**src/rtl/sys_cmd_ctrl_if.sv**
```systemverilog
// Bus bundle between sys_cmd_ctrl and the RX / RegFile / ALU / UART_TX blocks.
// master = command controller, slave = surrounding subsystem.
interface sys_cmd_ctrl_if #(
  parameter int WIDTH      = 8,
  parameter int ADDR       = 4,
  parameter int ALU_FUN_WD = 4
) ();
  logic [WIDTH-1:0]      RX_P_DATA;
  logic                  RX_D_VLD;
  logic                  WrEn;
  logic                  RdEn;
  logic [ADDR-1:0]       Address;
  logic [WIDTH-1:0]      WrData;
  logic [WIDTH-1:0]      RdData;
  logic                  RdData_VLD;
  logic                  ALU_EN;
  logic [ALU_FUN_WD-1:0] ALU_FUN;
  logic                  CLKG_EN;
  logic [WIDTH-1:0]      ALU_OUT;
  logic                  ALU_OUT_VLD;
  logic [WIDTH-1:0]      TX_P_DATA;
  logic                  TX_D_VLD;
  logic                  TX_BUSY;
  logic                  CMD_ERR;

  modport master (
    input  RX_P_DATA, RX_D_VLD, RdData, RdData_VLD, ALU_OUT, ALU_OUT_VLD, TX_BUSY,
    output WrEn, RdEn, Address, WrData, ALU_EN, ALU_FUN, CLKG_EN, TX_P_DATA, TX_D_VLD, CMD_ERR
  );

  modport slave (
    output RX_P_DATA, RX_D_VLD, RdData, RdData_VLD, ALU_OUT, ALU_OUT_VLD, TX_BUSY,
    input  WrEn, RdEn, Address, WrData, ALU_EN, ALU_FUN, CLKG_EN, TX_P_DATA, TX_D_VLD, CMD_ERR
  );
endinterface

```
**src/rtl/sys_cmd_ctrl.sv**
```systemverilog
// Byte-command sequencer owning the RegFile port, ALU enable/clock-gate and UART_TX hand-off.
// Optional watchdog on wait states: define SYS_CMD_CTRL_TIMEOUT_EN.
module sys_cmd_ctrl #(
  parameter int WIDTH       = 8,
  parameter int ADDR        = 4,
`ifdef SYS_CMD_CTRL_TIMEOUT_EN
  parameter int TIMEOUT_CYC = 255,
`endif
  parameter int ALU_FUN_WD  = 4
) (
  input  logic          CLK,
  input  logic          RST,
  sys_cmd_ctrl_if.master bus
);

  typedef enum logic [3:0] {
    IDLE, WR_ADDR, WR_DATA, RD_ADDR, RD_WAIT, OP_A, OP_B,
    ALU_FUN_S, ALU_WAIT, TX_SEND, TX_ACK
  } state_t;

  localparam logic [WIDTH-1:0] CMD_WR  = WIDTH'(8'hAA);
  localparam logic [WIDTH-1:0] CMD_RD  = WIDTH'(8'hBB);
  localparam logic [WIDTH-1:0] CMD_OP  = WIDTH'(8'hCC);
  localparam logic [WIDTH-1:0] CMD_NOP = WIDTH'(8'hDD);

  state_t                state_q, state_d;
  logic                  wr_en_q, wr_en_d;
  logic                  rd_en_q, rd_en_d;
  logic                  alu_en_q, alu_en_d;
  logic                  tx_vld_q, tx_vld_d;
  logic                  cmd_err_q, cmd_err_d;
  logic                  clkg_en_q, clkg_en_d;
  logic [ADDR-1:0]       addr_q, addr_d;
  logic [WIDTH-1:0]      wr_data_q, wr_data_d;
  logic [ALU_FUN_WD-1:0] alu_fun_q, alu_fun_d;
  logic [WIDTH-1:0]      result_q, result_d;
  logic [WIDTH-1:0]      tx_data_q, tx_data_d;

`ifdef SYS_CMD_CTRL_TIMEOUT_EN
  localparam int CNT_W = ($clog2(TIMEOUT_CYC + 1) < 8) ? 8 : $clog2(TIMEOUT_CYC + 1);
  logic [CNT_W-1:0] wd_cnt_q;
  logic             wait_st;

  assign wait_st = (state_q == RD_WAIT) || (state_q == ALU_WAIT) ||
                   (state_q == TX_SEND) || (state_q == TX_ACK);

  // Watchdog restarts whenever the FSM moves, so it measures time spent in one wait state.
  always_ff @(posedge CLK) begin
    if (RST || !wait_st || (state_d != state_q)) wd_cnt_q <= '0;
    else                                         wd_cnt_q <= wd_cnt_q + 1'b1;
  end
`endif

  always_comb begin
    state_d   = state_q;
    wr_en_d   = 1'b0;
    rd_en_d   = 1'b0;
    alu_en_d  = 1'b0;
    tx_vld_d  = 1'b0;
    cmd_err_d = 1'b0;
    clkg_en_d = clkg_en_q;
    addr_d    = addr_q;
    wr_data_d = wr_data_q;
    alu_fun_d = alu_fun_q;
    result_d  = result_q;
    tx_data_d = tx_data_q;

    unique case (state_q)
      IDLE: if (bus.RX_D_VLD) begin
        if      (bus.RX_P_DATA == CMD_WR)  state_d = WR_ADDR;
        else if (bus.RX_P_DATA == CMD_RD)  state_d = RD_ADDR;
        else if (bus.RX_P_DATA == CMD_OP)  state_d = OP_A;
        else if (bus.RX_P_DATA == CMD_NOP) state_d = ALU_FUN_S;
        else                               cmd_err_d = 1'b1;
      end
      WR_ADDR: if (bus.RX_D_VLD) begin
        addr_d  = bus.RX_P_DATA[ADDR-1:0];
        state_d = WR_DATA;
      end
      WR_DATA: if (bus.RX_D_VLD) begin
        wr_en_d   = 1'b1;
        wr_data_d = bus.RX_P_DATA;
        state_d   = IDLE;
      end
      RD_ADDR: if (bus.RX_D_VLD) begin
        rd_en_d = 1'b1;
        addr_d  = bus.RX_P_DATA[ADDR-1:0];
        state_d = RD_WAIT;
      end
      RD_WAIT: if (bus.RdData_VLD) begin
        result_d = bus.RdData;
        state_d  = TX_SEND;
      end
      // Operands land in registers 0/1, where the ALU reads them directly.
      OP_A: if (bus.RX_D_VLD) begin
        wr_en_d   = 1'b1;
        addr_d    = '0;
        wr_data_d = bus.RX_P_DATA;
        state_d   = OP_B;
      end
      OP_B: if (bus.RX_D_VLD) begin
        wr_en_d   = 1'b1;
        addr_d    = ADDR'(1);
        wr_data_d = bus.RX_P_DATA;
        state_d   = ALU_FUN_S;
      end
      ALU_FUN_S: if (bus.RX_D_VLD) begin
        alu_en_d  = 1'b1;
        clkg_en_d = 1'b1;
        alu_fun_d = bus.RX_P_DATA[ALU_FUN_WD-1:0];
        state_d   = ALU_WAIT;
      end
      ALU_WAIT: if (bus.ALU_OUT_VLD) begin
        result_d  = bus.ALU_OUT;
        clkg_en_d = 1'b0;
        state_d   = TX_SEND;
      end
      TX_SEND: if (!bus.TX_BUSY) begin
        tx_vld_d  = 1'b1;
        tx_data_d = result_q;
        state_d   = TX_ACK;
      end
      TX_ACK: if (bus.TX_BUSY) state_d = IDLE;
      default: state_d = IDLE;
    endcase

`ifdef SYS_CMD_CTRL_TIMEOUT_EN
    if (wait_st && (state_d == state_q) && (wd_cnt_q == CNT_W'(TIMEOUT_CYC - 1))) begin
      cmd_err_d = 1'b1;
      clkg_en_d = 1'b0;
      state_d   = IDLE;
    end
`endif
  end

  always_ff @(posedge CLK) begin
    if (RST) begin
      state_q   <= IDLE;
      wr_en_q   <= 1'b0;
      rd_en_q   <= 1'b0;
      alu_en_q  <= 1'b0;
      tx_vld_q  <= 1'b0;
      cmd_err_q <= 1'b0;
      clkg_en_q <= 1'b0;
      addr_q    <= '0;
      wr_data_q <= '0;
      alu_fun_q <= '0;
      result_q  <= '0;
      tx_data_q <= '0;
    end else begin
      state_q   <= state_d;
      wr_en_q   <= wr_en_d;
      rd_en_q   <= rd_en_d;
      alu_en_q  <= alu_en_d;
      tx_vld_q  <= tx_vld_d;
      cmd_err_q <= cmd_err_d;
      clkg_en_q <= clkg_en_d;
      addr_q    <= addr_d;
      wr_data_q <= wr_data_d;
      alu_fun_q <= alu_fun_d;
      result_q  <= result_d;
      tx_data_q <= tx_data_d;
    end
  end

  assign bus.WrEn      = wr_en_q;
  assign bus.RdEn      = rd_en_q;
  assign bus.ALU_EN    = alu_en_q;
  assign bus.TX_D_VLD  = tx_vld_q;
  assign bus.CMD_ERR   = cmd_err_q;
  assign bus.CLKG_EN   = clkg_en_q;
  assign bus.Address   = addr_q;
  assign bus.WrData    = wr_data_q;
  assign bus.ALU_FUN   = alu_fun_q;
  assign bus.TX_P_DATA = tx_data_q;

endmodule
```
**src/flat_wrapper.sv**
```systemverilog
// flat-port wrapper written by rule: the top's interface ports become plain ports
module sys_cmd_ctrl_flat 
#(
  parameter int WIDTH       = 8,
  parameter int ADDR        = 4,

  parameter int ALU_FUN_WD  = 4
)
  (CLK, RST, bus_RX_P_DATA, bus_RX_D_VLD, bus_RdData, bus_RdData_VLD, bus_ALU_OUT, bus_ALU_OUT_VLD, bus_TX_BUSY, bus_WrEn, bus_RdEn, bus_Address, bus_WrData, bus_ALU_EN, bus_ALU_FUN, bus_CLKG_EN, bus_TX_P_DATA, bus_TX_D_VLD, bus_CMD_ERR);
  sys_cmd_ctrl_if #(.WIDTH(WIDTH), .ADDR(ADDR), .ALU_FUN_WD(ALU_FUN_WD)) bus_i ();
  input  logic CLK;
  input  logic RST;
  input wire logic [$bits(bus_i.RX_P_DATA)-1:0] bus_RX_P_DATA;
  input wire logic [$bits(bus_i.RX_D_VLD)-1:0] bus_RX_D_VLD;
  input wire logic [$bits(bus_i.RdData)-1:0] bus_RdData;
  input wire logic [$bits(bus_i.RdData_VLD)-1:0] bus_RdData_VLD;
  input wire logic [$bits(bus_i.ALU_OUT)-1:0] bus_ALU_OUT;
  input wire logic [$bits(bus_i.ALU_OUT_VLD)-1:0] bus_ALU_OUT_VLD;
  input wire logic [$bits(bus_i.TX_BUSY)-1:0] bus_TX_BUSY;
  output wire logic [$bits(bus_i.WrEn)-1:0] bus_WrEn;
  output wire logic [$bits(bus_i.RdEn)-1:0] bus_RdEn;
  output wire logic [$bits(bus_i.Address)-1:0] bus_Address;
  output wire logic [$bits(bus_i.WrData)-1:0] bus_WrData;
  output wire logic [$bits(bus_i.ALU_EN)-1:0] bus_ALU_EN;
  output wire logic [$bits(bus_i.ALU_FUN)-1:0] bus_ALU_FUN;
  output wire logic [$bits(bus_i.CLKG_EN)-1:0] bus_CLKG_EN;
  output wire logic [$bits(bus_i.TX_P_DATA)-1:0] bus_TX_P_DATA;
  output wire logic [$bits(bus_i.TX_D_VLD)-1:0] bus_TX_D_VLD;
  output wire logic [$bits(bus_i.CMD_ERR)-1:0] bus_CMD_ERR;
  assign bus_i.RX_P_DATA = bus_RX_P_DATA;
  assign bus_i.RX_D_VLD = bus_RX_D_VLD;
  assign bus_i.RdData = bus_RdData;
  assign bus_i.RdData_VLD = bus_RdData_VLD;
  assign bus_i.ALU_OUT = bus_ALU_OUT;
  assign bus_i.ALU_OUT_VLD = bus_ALU_OUT_VLD;
  assign bus_i.TX_BUSY = bus_TX_BUSY;
  assign bus_WrEn = bus_i.WrEn;
  assign bus_RdEn = bus_i.RdEn;
  assign bus_Address = bus_i.Address;
  assign bus_WrData = bus_i.WrData;
  assign bus_ALU_EN = bus_i.ALU_EN;
  assign bus_ALU_FUN = bus_i.ALU_FUN;
  assign bus_CLKG_EN = bus_i.CLKG_EN;
  assign bus_TX_P_DATA = bus_i.TX_P_DATA;
  assign bus_TX_D_VLD = bus_i.TX_D_VLD;
  assign bus_CMD_ERR = bus_i.CMD_ERR;
  sys_cmd_ctrl #(.WIDTH(WIDTH), .ADDR(ADDR), .ALU_FUN_WD(ALU_FUN_WD)) u_core (.CLK(CLK), .RST(RST), .bus(bus_i));
endmodule
```
**config.mk**
```make
export PLATFORM = sky130hd
export DESIGN_NAME = sys_cmd_ctrl_flat
export DESIGN_NICKNAME = d
export VERILOG_FILES = /design/src/rtl/sys_cmd_ctrl_if.sv /design/src/rtl/sys_cmd_ctrl.sv /design/src/flat_wrapper.sv
export SDC_FILE = /design/constraint.sdc
export NUM_CORES = 1
export LEC_CHECK = 0
export ABC_AREA = 0
export BUFFER_PORTS_ARGS = -buffer_cell sky130_fd_sc_hd__buf_2
export CAP_MARGIN = 20
export CORE_ASPECT_RATIO = 1.5
export CORE_MARGIN = 2
export CORE_UTILIZATION = 54
export CTS_CLUSTER_SIZE = 24
export DETAILED_ROUTE_END_ITERATION = 12
export PLACE_DENSITY = 0.85
export SLEW_MARGIN = 0
export SYNTH_ARGS = -nofsm -noshare
export SYNTH_HDL_FRONTEND = slang
export SYNTH_SLANG_ARGS = --single-unit
```
**constraint.sdc**
```tcl
create_clock -name CLK -period 3.7 [get_ports CLK]
set_input_delay 0.74 -clock CLK [delete_from_list [all_inputs] [get_ports CLK]]
set_output_delay 0.74 -clock CLK [all_outputs]
set_load 0.05 [all_outputs]
```
# After elaboration in Yosys (flattened, before gate mapping)
# Cells that the tools add are included.
[word_totals]
regBits = 42
latch_bits = 0
ramBits = 0
romBits = 0
in_bits = 30
word_cells = 92
mem_count = 0
[classes]
add_sub_neg = 0
multipliers = 0
div_mod_pow = 0
n_lt_le_gt_ge = 0
n_eq_ne = 27
shifts = 0
mux = 28
bitwise = 7
reduce_logical = 18
[op_table]
columns = ["operator", "count"]
rows = [
  ["$mux W4", 17],
  ["$pmux W4 S11", 1],
  ["$eq A8 B8 Y1 const B", 4],
  ["$ne A2 B2 Y1 const B", 11],
  ["$eq A4 B3 Y1 const B", 4],
  ["$mux W8", 2],
  ["$pmux W8 S2", 1],
  ["$eq A4 B4 Y1 const B", 3],
  ["$pmux W4 S3", 1],
  ["$reduce_and A12 Y1", 1],
  ["$reduce_or A2 Y1", 5],
  ["$eq A4 B2 Y1 const B", 2],
  ["$not A1 Y1", 7],
  ["$reduce_and A2 Y1", 3],
  ["$reduce_and A3 Y1", 2],
  ["$reduce_or A6 Y1", 1],
  ["$mux W1", 5],
  ["$ne A5 B1 Y1 const B", 1],
  ["$eq A4 B1 Y1 const B", 1],
  ["$logic_not A4 Y1", 1],
  ["$reduce_and A4 Y1", 1],
  ["$reduce_bool A2 Y1", 2],
  ["$reduce_bool A3 Y1", 1],
  ["$reduce_or A3 Y1", 1],
  ["other kinds (2)", 2],
]

# Longest topological paths before layout
[logic_depth]
ltp_word = 7
depth_mapped = 7
ltp_nobuf = 5

# Worst setup path before layout
# OpenSTA, ideal clock, no wires.
[synth_timing]
path_type = "input port to flip-flop"
from = "input bus_RdData_VLD"
to = "register u_core.state_q[2]"
setup_time_ns = 0.087
t_arrival_ns = 1.821
required_ns = 3.613
setup_slack_ns = 1.792
stages = 5
path_buffers = 0
cell_sequence = "or4b_4 a21oi_4 a311oi_2 or3_1 o31ai_1"
[synth_via]
elab_chain_len = 2
[synth_rtl]
columns = ["element", "line", "text"]
rows = [
  ["from (decl)", "flat_wrapper.sv:16", "input wire logic [$bits(bus_i.RdData_VLD)-1:0] bus_RdData_VLD;"],
  ["$ne A2 B2 Y1 (no line)", "-", ""],
  ["$reduce_and A12 Y1 (no line)", "-", ""],
  ["to (signal assigned)", "sys_cmd_ctrl.sv:151", "state_q <= state_d;"],
  ["to (decl)", "sys_cmd_ctrl.sv:26", "state_t state_q, state_d;"],
]
# No other way between the ends.
# A chain may end at the register's enable or synchronous reset.

# Worst setup path in the final report
[layout_timing]
from = "register u_core.state_q[1]"
to = "register u_core.state_q[2]"
[layout_via]
elab_chain_len = 3
elab_cells_between_ends = 25
cone_classes = "eq/ne: 22; mux: 1; reduce/logical: 2"
[layout_rtl]
columns = ["element", "line", "text"]
rows = [
  ["$logic_not A4 Y1, or another cell as far along", "sys_cmd_ctrl.sv:68", "unique case (state_q)"],
  ["$ne A5 B1 Y1 (no line) / $ne A2 B2 Y1 (equally long branches)", "-", ""],
  ["$reduce_and A12 Y1 (no line)", "-", ""],
]
# Several ways; a longest one is shown, not always the timed one.

==> key figures <==
Floorplanning
  – Die Ht: 77.3 um
  – Core area: 3420 um2
  – Die W: 52.9 um
  – Area of the die: slightly above 4000 um2
  – Initial Utilization: 56.6%
  – Num ports: 60
  – Cell Rows: 26

Outcome
  – Outcome: finished clean

Timing
  – Final period util: 56.6%
  – Clock Skew: 0.00310 ns
  – Rel. slew slack: 43.9%
  – Max Slew Vio Count: 0
  – Fmax: 478 MHz
  – Final WS setup: 1.61 ns
  – Min Clock Period, post-route: 2.09 ns
  – Setup_tns: 0 ns
  – Hold Fails Final Rpt: 0
  – RSZ-0062 raised after global routing: no
  – Worst-margin pin slew: ~0.84 ns
  – # setup viols final: 0

Final layout
  – Final #Nets: between 200 and 300
  – Share of layout cells above drive strength 1: around 29%
  – Synth-to-Final Area Change: 19.5%
  – Diodes inserted: 0
  – Post-Route Utilization: 67.7%
  – Fill cell count: 306

Place
  – Dpl ws: 1.58 ns
  – Port Buffers: 59
  – Hpwl dp: about 3100 um
  – GPL Wtd Cong: 0.795

Global routing
  – Initial antenna violation count: 0
  – Vias in the first global route: between 1500 and 2000
  – Met2 usage: 41.1%
  – GRT Total Usage: about a quarter
  – First-pass GRT wire length: 7110 um
  – GR Util met3: 6.23%
  – Largest net degree at the start of global routing: between 40 and 50
  – Gr ovfl total: 0
  – Most Crowded Layer GR: met2
  – Met1 Resource Use GR: 25.0%

Run
  – Maxcap violations: 0

Clock network
  – Post-CTS sizing: 0
  – Htree depth: 2
  – Root Driver: clkbuf_8
  – CTS tree: done
  – TritonCTS Sinks: 42
  – CTS buffer count: 5
  – CTS Hold Bufs: 0
  – CTS Buffer Depth: 2
  – Clock Latency Late Sink: 0.30 ns
  – CTS clk-pin slew, worst paths: around 0.08 ns
  – # Post-CTS Setup Buffers: 0

Yosys
  – Post-synthesis register bit count: 42
  – Sequential share of the synthesized area: 43.5%
  – FFs w/ async S/R, synth: 0%
  – Syn Area/Cell: ~9.1 um2
  – Synth Flop Type: dfxtp_1
  – Post-synth EDFFs: 0
  – Synth Cell Area: 1930 um2
  – Synth unique cells: 40
  – Syn nets: 242
  – Yosys warns: 0
  – Post-synthesis cell count: roughly 210

Worst setup path
  – WP data required: a little under 4 ns
  – Worst Setup End Kind: register
  – R2R depth: 4
  – CP startpoint kind: register
  – Worst-path maximum fanout: 21
  – Setup Crit Path Kind: reg -> reg
  – Worst R2R End: u_core.state_q[2]
  – WP data arrival: 2.30 ns
  – R2R Setup Slk: 1.61 ns
  – Worst r2r src: u_core.state_q[1]

Detailed routing
  – First-pass detailed-route iteration total: 4
  – Routed Antenna Nets: 0
  – DR vias: 1695
  – Drt drc: 0
  – Drt via density: 5.56
  – Wire per inst: 14.2 um
  – Iter 0 DRT Violations: 26
  – Post-Route WL: 4320 um

Hold path
  – HP Start: u_core.bus.Address[1]
  – Hold endpoint: u_core.bus.Address[1]
  – Hold depth: 2
  – Tightest Hold Check Type: reg -> reg

Power and ir drop
  – Pwr Density: about 620 nW/um2
  – Lkg Pwr: 0.988 nW
  – Worst vdd ir: 0.000465 V
[kinds of logic after synthesis]
kind of cell | share of synthesized area [%]
XOR/XNOR | 1.36
multiplexers | 15.6
AO/OA/AOI/OAI | 12.6
flip-flops | 43.5
AND/OR/NAND/NOR | 22.6
buffers and inverters | 4.34
[synthesized netlist by cell type, drive strengths merged (2+ instances only)]
library cell | n | area, um2
a211oi | 10 | 75.1
dfxtp | 42 | 841
nand2 | 16 | 60.1
nor3b | 2 | 15.0
buf | 9 | 53.8
nor2 | 39 | 156
nor3 | 8 | 51.3
xnor2 | 3 | 26.3
nor2b | 4 | 25.0
mux2i | 29 | 290
o31ai | 2 | 15.0
nand2b | 3 | 18.8
a21oi | 12 | 71.3
nand3 | 6 | 30.0
clkbuf | 7 | 26.3
o2111ai | 2 | 17.5
a311oi | 2 | 23.8
[registers in the layout (all words and copies together) (netlist names)]
name	count
u_core.bus.RdEn	1
u_core.bus.ALU_FUN	4
u_core.bus.TX_D_VLD	1
u_core.result_q	8
u_core.bus.WrEn	1
u_core.bus.CMD_ERR	1
u_core.bus.CLKG_EN	1
u_core.bus.WrData	8
u_core.state_q	4
u_core.bus.ALU_EN	1
u_core.bus.Address	4
u_core.bus.TX_P_DATA	8
[per-stage QoR]
step           hold slack [ns]  power [mW]  std cells  cell area [um2]
2_1_floorplan            0.461        1.00        212             1930
4_1_cts                  0.458        1.45        305             2310
6_report                 0.456        1.44        305             2310
3_5_place_dp             0.447        1.09        297             2200
3_3_place_gp             0.438        1.07        297             2200
5_1_grt                  0.498        1.53        305             2310
[report_power, final]
group          internal (mW)  total, mW  leakage [nW]  switching (mW)
clock network          0.201      0.359        0.0514           0.158
logic                  0.194      0.474         0.597           0.280
registers              0.505      0.611         0.340           0.105
total                  0.901       1.44         0.988           0.543
[how the worst max path moves through the flow]
stage / startpoint / to / slack, ns / depth (start not counted)
floorplan: bus_RdData_VLD / u_core.state_q[2] / 1.79 / 5
global placement: bus_RdData_VLD / u_core.state_q[2] / 1.62 / 6
detailed placement: bus_RdData_VLD / u_core.state_q[2] / 1.58 / 6
CTS: u_core.state_q[1] / u_core.state_q[1] / 1.64 / 4
global route: u_core.state_q[1] / u_core.state_q[1] / 1.38 / 4
finish: u_core.state_q[1] / u_core.state_q[2] / 1.61 / 4
[per-layer routing]
layer / routed length (um) / up-vias
met5: 0 / -
met4: 74 / 0
met3: 242 / 6
met2: 2330 / 56
met1: 1680 / 791
li1: - / 842
[cells in the final DEF (no fill, tap or decap), types with 2 or more instances in the layout]
| master | count |
|---|---|
| buf_2 | 59 |
| dfxtp_1 | 42 |
| nor2_1 | 37 |
| mux2i_1 | 29 |
| nand2_1 | 16 |
| a21oi_1 | 11 |
| a211oi_1 | 10 |
| nor3_1 | 7 |
| nand3_1 | 6 |
| clkbuf_8 | 5 |
| nor2b_1 | 4 |
| xnor2_1 | 3 |
| nand2b_1 | 3 |
| nor3b_1 | 2 |
| o2111ai_1 | 2 |
| o31ai_1 | 2 |
[layout make-up]
class / count / area, um2 / share of cell area (%)
well taps: 42 / 52.6 / 2.27
flip-flops and latches: 42 / 841 / 36.4
multi-input cells: 153 / 1010 / 43.6
clock buffers: 6 / 72.6 / 3.14
inverters: 1 / 3.75 / 0.162
repair buffers: 59 / 295 / 12.8
clock inverters: 2 / 37.5 / 1.62
[critical path, cell delays in order (launching register included)]
cell      delay (ns)
dfxtp_1         0.87
mux2i_1         0.23
a311oi_2        0.52
nand2_1         0.11
o31ai_1         0.27
(Power assumes the default switching activity.)
